[config.mk]
export PLATFORM = sky130hd
export DESIGN_NAME = cook_sequencer
export DESIGN_NICKNAME = d
export VERILOG_FILES = /design/src/rtl/cook_seq_pkg.sv /design/src/rtl/cook_sequencer_press_detect.sv /design/src/rtl/cook_sequencer.sv
export SDC_FILE = /design/constraint.sdc
export NUM_CORES = 1
export LEC_CHECK = 0
export BUFFER_PORTS_ARGS = -buffer_cell sky130_fd_sc_hd__buf_2
export CAP_MARGIN = 20
export CORE_AREA = 2 2 64 79
export DETAILED_ROUTE_END_ITERATION = 7
export DIE_AREA = 0 0 66 81
export GPL_ROUTABILITY_DRIVEN = 0
export PLACE_DENSITY_LB_ADDON = 0.3
export SLEW_MARGIN = 0
export SYNTH_ARGS = -nofsm -noshare
export SYNTH_HDL_FRONTEND = slang
export SYNTH_SLANG_ARGS = --single-unit
[constraint.sdc]
create_clock -name clk -period 2.7 [get_ports clk]
set_input_delay 0.81 -clock clk [delete_from_list [all_inputs] [get_ports clk]]
set_output_delay 0.81 -clock clk [all_outputs]
set_load 0.02 [all_outputs]
[src/rtl/cook_seq_pkg.sv]
// Shared encodings and helpers for the microwave cook sequencer.
package cook_seq_pkg;
  localparam int MAX_DIGITS_DEF = 3;
  localparam int DIGIT_W        = 4;

  typedef enum logic [2:0] {
    S_IDLE  = 3'd0,
    S_ENTRY = 3'd1,
    S_COOK  = 3'd2,
    S_PAUSE = 3'd3,
    S_DONE  = 3'd4
  } state_t;

  function automatic logic onehot10(input logic [9:0] v);
    return (v != 10'd0) && ((v & (v - 10'd1)) == 10'd0);
  endfunction

  function automatic logic [DIGIT_W-1:0] key_index(input logic [9:0] v);
    logic [DIGIT_W-1:0] idx;
    idx = '0;
    for (int i = 0; i < 10; i++)
      if (v[i]) idx = DIGIT_W'(i);
    return idx;
  endfunction
endpackage

[src/rtl/cook_sequencer_press_detect.sv]
// Registers one active-low button and emits a single-cycle pulse on its
// registered 1->0 edge; both history flops reset to "released".
module press_detect (
  input  logic clk,
  input  logic resetn,
  input  logic btn_n,
  output logic press
);
  logic btn_q, btn_d, prev_q, prev_d;

  always_comb begin
    btn_d  = btn_n;
    prev_d = btn_q;
  end

  always_ff @(posedge clk or negedge resetn) begin
    if (!resetn) begin
      btn_q  <= 1'b1;
      prev_q <= 1'b1;
    end else begin
      btn_q  <= btn_d;
      prev_q <= prev_d;
    end
  end

  assign press = prev_q & ~btn_q;
endmodule

[src/rtl/cook_sequencer.sv]
// Microwave cook sequencer: keypad entry, cook/pause/done control.
// Optional done beep output when COOK_SEQ_BEEP_EN is defined.
module cook_sequencer
  import cook_seq_pkg::*;
#(
  parameter int MAX_DIGITS  = MAX_DIGITS_DEF,
  parameter int BEEP_CYCLES = 8
) (
  input  logic               clk,
  input  logic               resetn,
  input  logic               startn,
  input  logic               stopn,
  input  logic               clearn,
  input  logic               door_closed,
  input  logic [9:0]         keypad,
  input  logic               zero,
  output logic [DIGIT_W-1:0] data,
  output logic               load,
  output logic               timer_clear,
  output logic               timer_en,
  output logic               mag_on,
  output logic               done,
`ifdef COOK_SEQ_BEEP_EN
  output logic               beep,
`endif
  output logic [2:0]         state
);
  localparam int CW = $clog2(MAX_DIGITS + 1);

  logic start_p, stop_p, clear_p;
  press_detect u_start (.clk(clk), .resetn(resetn), .btn_n(startn), .press(start_p));
  press_detect u_stop  (.clk(clk), .resetn(resetn), .btn_n(stopn),  .press(stop_p));
  press_detect u_clear (.clk(clk), .resetn(resetn), .btn_n(clearn), .press(clear_p));

  logic [9:0] key_q, key_prev_q;
  logic       door_q, zero_q;
  logic       key_ok, door_open, cook_ok;

  always_ff @(posedge clk or negedge resetn) begin
    if (!resetn) begin
      key_q      <= '0;
      key_prev_q <= '0;
      door_q     <= 1'b0;
      zero_q     <= 1'b0;
    end else begin
      key_q      <= keypad;
      key_prev_q <= key_q;
      door_q     <= door_closed;
      zero_q     <= zero;
    end
  end

  // A key counts only on the first cycle it appears after an all-zero keypad.
  assign key_ok    = (key_prev_q == 10'd0) && onehot10(key_q);
  assign door_open = ~door_q;
  assign cook_ok   = door_q & ~zero_q;

  state_t             state_q, state_d;
  logic [CW-1:0]      cnt_q, cnt_d;
  logic [DIGIT_W-1:0] data_q, data_d;
  logic load_q, load_d, tclr_q, tclr_d;
  logic ten_q, ten_d, mag_q, mag_d, done_q, done_d;

  always_comb begin
    state_d = state_q;
    cnt_d   = cnt_q;
    data_d  = data_q;
    load_d  = 1'b0;
    tclr_d  = 1'b0;
    case (state_q)
      S_IDLE: if (key_ok) begin
        load_d  = 1'b1;
        data_d  = key_index(key_q);
        cnt_d   = CW'(1);
        state_d = S_ENTRY;
      end
      S_ENTRY: begin
        if (clear_p) begin
          tclr_d  = 1'b1;
          cnt_d   = '0;
          state_d = S_IDLE;
        end else if (stop_p) begin
          state_d = S_ENTRY;
        end else if (start_p) begin
          if (cook_ok) state_d = S_COOK;
        end else if (key_ok && cnt_q < CW'(MAX_DIGITS)) begin
          load_d = 1'b1;
          data_d = key_index(key_q);
          cnt_d  = cnt_q + CW'(1);
        end
      end
      S_COOK: begin
        if (door_open || stop_p) state_d = S_PAUSE;
        else if (zero_q)         state_d = S_DONE;
      end
      S_PAUSE: begin
        if (clear_p) begin
          tclr_d  = 1'b1;
          cnt_d   = '0;
          state_d = S_IDLE;
        end else if (!stop_p && start_p && cook_ok) begin
          state_d = S_COOK;
        end
      end
      S_DONE: if (door_open || clear_p || stop_p || start_p || key_ok) begin
        tclr_d  = 1'b1;
        cnt_d   = '0;
        state_d = S_IDLE;
      end
      default: begin
        cnt_d   = '0;
        state_d = S_IDLE;
      end
    endcase
    // Drive outputs from the next state so they change with the state flop.
    ten_d  = (state_d == S_COOK);
    mag_d  = (state_d == S_COOK);
    done_d = (state_d == S_DONE);
  end

  always_ff @(posedge clk or negedge resetn) begin
    if (!resetn) begin
      state_q <= S_IDLE;
      cnt_q   <= '0;
      data_q  <= '0;
      load_q  <= 1'b0;
      tclr_q  <= 1'b0;
      ten_q   <= 1'b0;
      mag_q   <= 1'b0;
      done_q  <= 1'b0;
    end else begin
      state_q <= state_d;
      cnt_q   <= cnt_d;
      data_q  <= data_d;
      load_q  <= load_d;
      tclr_q  <= tclr_d;
      ten_q   <= ten_d;
      mag_q   <= mag_d;
      done_q  <= done_d;
    end
  end

`ifdef COOK_SEQ_BEEP_EN
  localparam int BW = $clog2(BEEP_CYCLES + 1);
  logic [BW-1:0] bcnt_q, bcnt_d;
  logic          beep_q, beep_d;

  always_comb begin
    bcnt_d = '0;
    beep_d = 1'b0;
    if (state_d == S_DONE) begin
      if (state_q != S_DONE) begin
        beep_d = 1'b1;
        bcnt_d = BW'(BEEP_CYCLES - 1);
      end else if (bcnt_q != '0) begin
        beep_d = 1'b1;
        bcnt_d = bcnt_q - BW'(1);
      end
    end
  end

  always_ff @(posedge clk or negedge resetn) begin
    if (!resetn) begin
      bcnt_q <= '0;
      beep_q <= 1'b0;
    end else begin
      bcnt_q <= bcnt_d;
      beep_q <= beep_d;
    end
  end

  assign beep = beep_q;
`endif

  assign state       = state_q;
  assign data        = data_q;
  assign load        = load_q;
  assign timer_clear = tclr_q;
  assign timer_en    = ten_q;
  assign mag_on      = mag_q;
  assign done        = done_q;
endmodule

* Word level (Yosys, flattened, before mapping)
Index checks and enable logic that the tools add are counted.
** Operators by class
- $add $sub $neg :: 2
- Eq/ne operators :: 16
- Magnitude comparators :: 1
- Bitwise operators :: 11
- Muxes and demuxes :: 43
- Reduce and logical (&&, ||, !) cells :: 19
** Operator list (number)
- $mux 4 :: 13
- $mux 3 :: 10
- $logic_not 10->1 :: 2
- $pmux 3 s5 :: 1
- $mux 2 :: 7
- $ne 2x2->1 const B :: 7
- $and 10x10->10 :: 1
- $pmux 2 s5 :: 1
- $reduce_bool 10->1 :: 1
- $sub 10x1->10 const B :: 1
- $eq 3x2->1 const B :: 3
- $ne 3x3->1 const B :: 3
- $mux 1 :: 8
- $pmux 4 s2 :: 1
- $reduce_and 7->1 :: 1
- $eq 3x3->1 const B :: 2
- $not 1->1 :: 6
- $reduce_and 6->1 :: 1
- $logic_and 1x1->1 :: 5
- $logic_or 1x1->1 :: 5
- $and 1x1->1 :: 4
- $pmux 1 s2 :: 2
- $eq 3x1->1 const B :: 1
- $logic_not 3->1 :: 1
- other kinds (5) :: 5
** Storage, ports and cells
- Register bits after elaboration :: 41
- Word-level logic and storage cells :: 109
- Bits of input ports :: 17
- Output and inout bits :: 12

* Depth between registers and ports, before layout
- Depth in word-level cells :: 14
- Mapped depth :: 7
- Mapped depth without buffers :: 6

* Hierarchy
Synthesis repeated with hierarchy kept, for this count alone.
** Unflattened totals
- Cell total of the unflattened synthesis :: 126
- Area total of the unflattened synthesis :: 1680.4 µm²
** By module, submodules not included
- cook_sequencer :: seq. area each 875.8 µm², instances 1, cells an instance 117, area each 1481.4 µm²
- press_detect :: seq. area each 52.6 µm², instances 3, cells an instance 3, area each 66.3 µm²

* Worst setup path before layout
OpenSTA, ideal clock, no wires.
- Kind :: register to register
- Start :: register key_q[1]
- End :: register data_q[0], in the netlist data[0]
- Library setup time :: 125 ps
- Cell stages (with the launch flop) :: 8
- Period minus slack after synthesis :: 2275 ps
- Data required time :: 2575 ps
- Arrival time :: 2150 ps
- Slack :: 425 ps
- Path through :: dfrtp_1 > or4_4 > or4_4 > o211ai_2 > nor2_4 > and3_1 > buf_6 > mux2_4
** On the way
- Word-level cells in the longest chain between the ends :: 14
- Elaborated cells between the ends (all ways) :: 25
- Those cells by class :: 1 x add/sub; 2 x eq/ne; 15 x mux; 1 x bitwise; 6 x reduce/logical
** Ends and longest elaborated chain
- from (decl) :: line cook_sequencer.sv:35 : logic [9:0] key_q, key_prev_q;
- from (signal assigned) :: line cook_sequencer.sv:46 : key_q <= keypad;
- $mux 1 :: line cook_seq_pkg.sv:22 : if (v[i]) idx = DIGIT_W'(i);
- $mux 4 (8 in series) :: line cook_seq_pkg.sv:22
- $mux 4 :: line cook_sequencer.sv:86 : end else if (key_ok && cnt_q < CW'(MAX_DIGITS)) begin
- $mux 4 :: line cook_sequencer.sv:84 : end else if (start_p) begin
- $mux 4 :: line cook_sequencer.sv:82 : end else if (stop_p) begin
- $mux 4 :: line cook_sequencer.sv:78 : if (clear_p) begin
- $pmux 4 s2 :: line cook_sequencer.sv:70 : case (state_q)
- to (signal assigned) :: line cook_sequencer.sv:134 : data_q <= data_d;
- to (decl) :: line cook_sequencer.sv:60 : logic [DIGIT_W-1:0] data_q, data_d;
Parallel ways exist; a longest one is shown, timed or not. The select of a mux whose other input is x is not followed.
A chain may end at the register's enable or synchronous reset.

* Final worst setup path
- Start :: register key_q[1]
- End :: register data_q[1], in the netlist data[1]
** On the way
- Word-level cells in the longest chain between the ends :: 8
- Elaborated cells between the ends (all ways) :: 10
- Those cells by class :: 1 x add/sub; 2 x eq/ne; 1 x bitwise; 6 x reduce/logical
** Ends and longest elaborated chain
- $sub 10x1->10 :: line cook_seq_pkg.sv:15 : return (v != 10'd0) && ((v & (v - 10'd1)) == 10'd0);
- $and 10x10->10 :: line cook_seq_pkg.sv:15
- $logic_not 10->1 :: line cook_seq_pkg.sv:15
- $logic_and 1x1->1 * :: line cook_seq_pkg.sv:15
- $logic_and 1x1->1 * :: line cook_sequencer.sv:54 : assign key_ok = (key_prev_q == 10'd0) && onehot10(key_q);
- $logic_and 1x1->1 :: line cook_sequencer.sv:86
- $ne 2x2->1 (no line)
- $reduce_and 6->1 (no line) *
Every way passes the cells marked *; elsewhere a longest branch is shown, timed or not.

==> results.md <==
- DRC errors left: 0
- Final hold slack: 365 ps
- Tot GR Track Use: 11.5%
- DP Area: 1760 um2
- Layout area overhead: 18.2%
- DRT Wirelength: 2610 um
- WP data arrival: 2610 ps
- Mapped cell area: 1560 um2
- Post-CTS Hold Fix Bufs: 0
- Synth top area share: 56.0%
- Max frequency: 412 MHz
- Die footprint: 5350 um2
- Clock share of power: 35.8%
- Cts repair resizes: 0
- Leading cell type in the layout, fill and taps excluded: dfrtp_1
- Outcome: complete, no violations
- Maximum clock path buffer count: 2
- First-pass GRT wire length: 4620 um
- Tot Pwr: 0.00109 W
- Nets: 175
- Synth area leader: dfrtp_1
- Routed Antenna Nets: 0
- Share of cells above drive strength 1: 31.6%
- Vias per cell: 4.78
- Insertion delay to the later sink of the worst-skew pair: 290 ps
- Asr flop ratio synth: 100%
- Clock skew: 2.94 ps
- CTS tree: built
- Switching power: 0.000255 W
- Synth Instances: 125
- Clock Sink Count: 41
- Setup WS post-layout: 273 ps
- P per Cell Area: 592 nW/um2
- Iteration count of the initial detailed-routing pass: 4
- Post-DP HPWL: 1940 um
- Area contributors post-synth: dfrtp_1, dfstp_2, nor2_1
- Final period util: 89.9%
- Seq/Total Area, Yosys: 66.1%
- Synth warn: 0
- Peak VDD IR: 0.284 mV
- Routed wire length per instance: 12.0 um
- Number of port buffers: 28
- Mapped Avg Cell Area: 12.5 um2
- Commonest non-fill, non-tap cells in the layout: dfrtp_1, buf_2, nor2_1, nand2_1, a21oi_1
- Leakage power: 0.849 nW
- Finished Cell Area: 1850 um2
- Final TNS setup: 0 ps
- N_diodes: 0
- Data required, critical path: 2880 ps
- Root Buffer: clkbuf_8
- Initial antenna violation count: 0
- Number of synthesized flops with an enable pin: 0
- H-tree depth: 2
- Chip height: 81 um
- Vias in the first global route: 1,060
- Yosys cell types: 37
- Starting Density: 33.3%
- Min Tclk post-route: 2430 ps
- Combinational share of power: 4.2%
- Clock slew at reported path FFs: 80 ps
- Via total after detailed routing: 1,041
- Largest net degree at the start of global routing: 42
- Measured slew at the worst slew-check pin: 840 ps
- Num ports: 29
- Fin. max-slew vios: 0
- Max_cap viols: 0
- Worst-path maximum fanout: 7
- Seq cells post-synth: 41
- Hold Path Class: reg2reg
- Rel. slew slack: 44.0%
- Core Area: 4690 um2
- RSZ-0062 raised after global routing: false
- Initial DRC count: 62
- Crit Path Category: reg2reg
- Worst setup EP type: flop
- Filler Cell Count: 454
- Post-synth net total: 143
- Place WS: 271 ps
- Worst setup SP type: flop
- Total CTS buffers: 5
- Flop pwr share: 60.0%
- Top_reg_cell synth: dfrtp_1
- Internal: 0.000839 W
- Overflow after GRT: 0
- Reg2reg setup slack: 270 ps
- Count of final setup violators: 0
- Final hold viol count: 0
- Post-CTS setup buffer count: 0
- Net Sw Frac: 23.3%
- Rows: 28
- Die width: 66 um
==> worst paths after layout <==
path / startpoint / end / cells after the start
setup / recovery: key_q[1] / data[1] / 6
hold / removal: u_start.btn_q / u_start.prev_q / 0
setup reg to reg: key_q[1] / data[1] / 6
hold reg to reg: u_start.btn_q / u_start.prev_q / 0
max in group asynchronous: resetn / zero_q / 1
min in group asynchronous: resetn / timer_clear / 1
==> final cells by class <==
cell class / instances / area (um2) / share of cell area (%)
Tap cell: 60 / 75.1 / 4.07
Sequential cell: 41 / 1030 / 56.0
Multi-Input combinational cell: 75 / 484 / 26.2
Clock buffer: 5 / 68.8 / 3.73
Timing Repair Buffer: 28 / 140 / 7.59
Inverter: 6 / 22.5 / 1.22
Clock inverter: 3 / 22.5 / 1.22
==> synthesized netlist by cell type (2+ instances only) <==
library cell / number
nor3_1: 3
dfstp_2: 6
a21oi_1: 7
dfrtp_1: 35
nand2b_1: 5
o22ai_1: 2
mux2i_1: 3
inv_1: 6
nand3_1: 2
o21ai_0: 6
o21bai_1: 2
a211o_1: 2
and3_1: 2
nor2_1: 10
mux2_4: 2
nand2_1: 8
nor4_1: 2
or4_4: 3
==> flip-flops by register name, summed over array words and instances (netlist names) <==
name / flops
state: 3
u_stop.btn_q: 1
u_stop.prev_q: 1
data: 4
u_clear.prev_q: 1
timer_clear: 1
mag_on: 1
key_q: 10
zero_q: 1
done: 1
cnt_q: 2
u_clear.btn_q: 1
u_start.btn_q: 1
key_prev_q: 10
load: 1
u_start.prev_q: 1
door_q: 1
==> per-layer routing <==
layer | track usage, % | part of all wire (%) | vias up
li1 | - | - | 500
met1 | 13.0 | 42 | 505
met2 | 19.7 | 52 | 32
met3 | 4.57 | 5.6 | 4
met4 | 4.29 | 0.61 | 0
met5 | 0 | 0 | -
==> power by group through the flow <==
stage	sequential [W]	combinational, W	clock (W)
global route	0.000660	0.0000540	0.000449
finish	0.000656	0.0000460	0.000392
CTS	0.000656	0.0000478	0.000409
floorplan	0.000663	0.0000202	0
global placement	0.000667	0.0000471	0
detailed placement	0.000668	0.0000476	0
==> cells by family after synthesis <==
| logic type | share of synthesized area (%) |
|---|---|
| buffers and inverters | 2.88 |
| AND/OR/NAND/NOR | 15.4 |
| AO/OA/AOI/OAI | 11.0 |
| adder cells (fa/ha/maj) | 0.801 |
| flip-flops | 66.1 |
| multiplexers | 3.84 |
==> stage by stage <==
| step | std cells | util [%] |
|---|---|---|
| floorplan | 125 | - |
| global placement | 210 | 37.4 |
| detailed placement | 210 | 37.4 |
| CTS | 218 | 39.3 |
| global route | 218 | 39.3 |
| finish | 218 | 39.3 |
==> critical path: stages (launching register included) <==
cell	delay, ps
dfrtp_1	420
or4_4	570
o31ai_1	230
nand4_1	190
nor2_4	220
and3_1	340
mux2_4	330
Power figures use the tool's default switching activity.
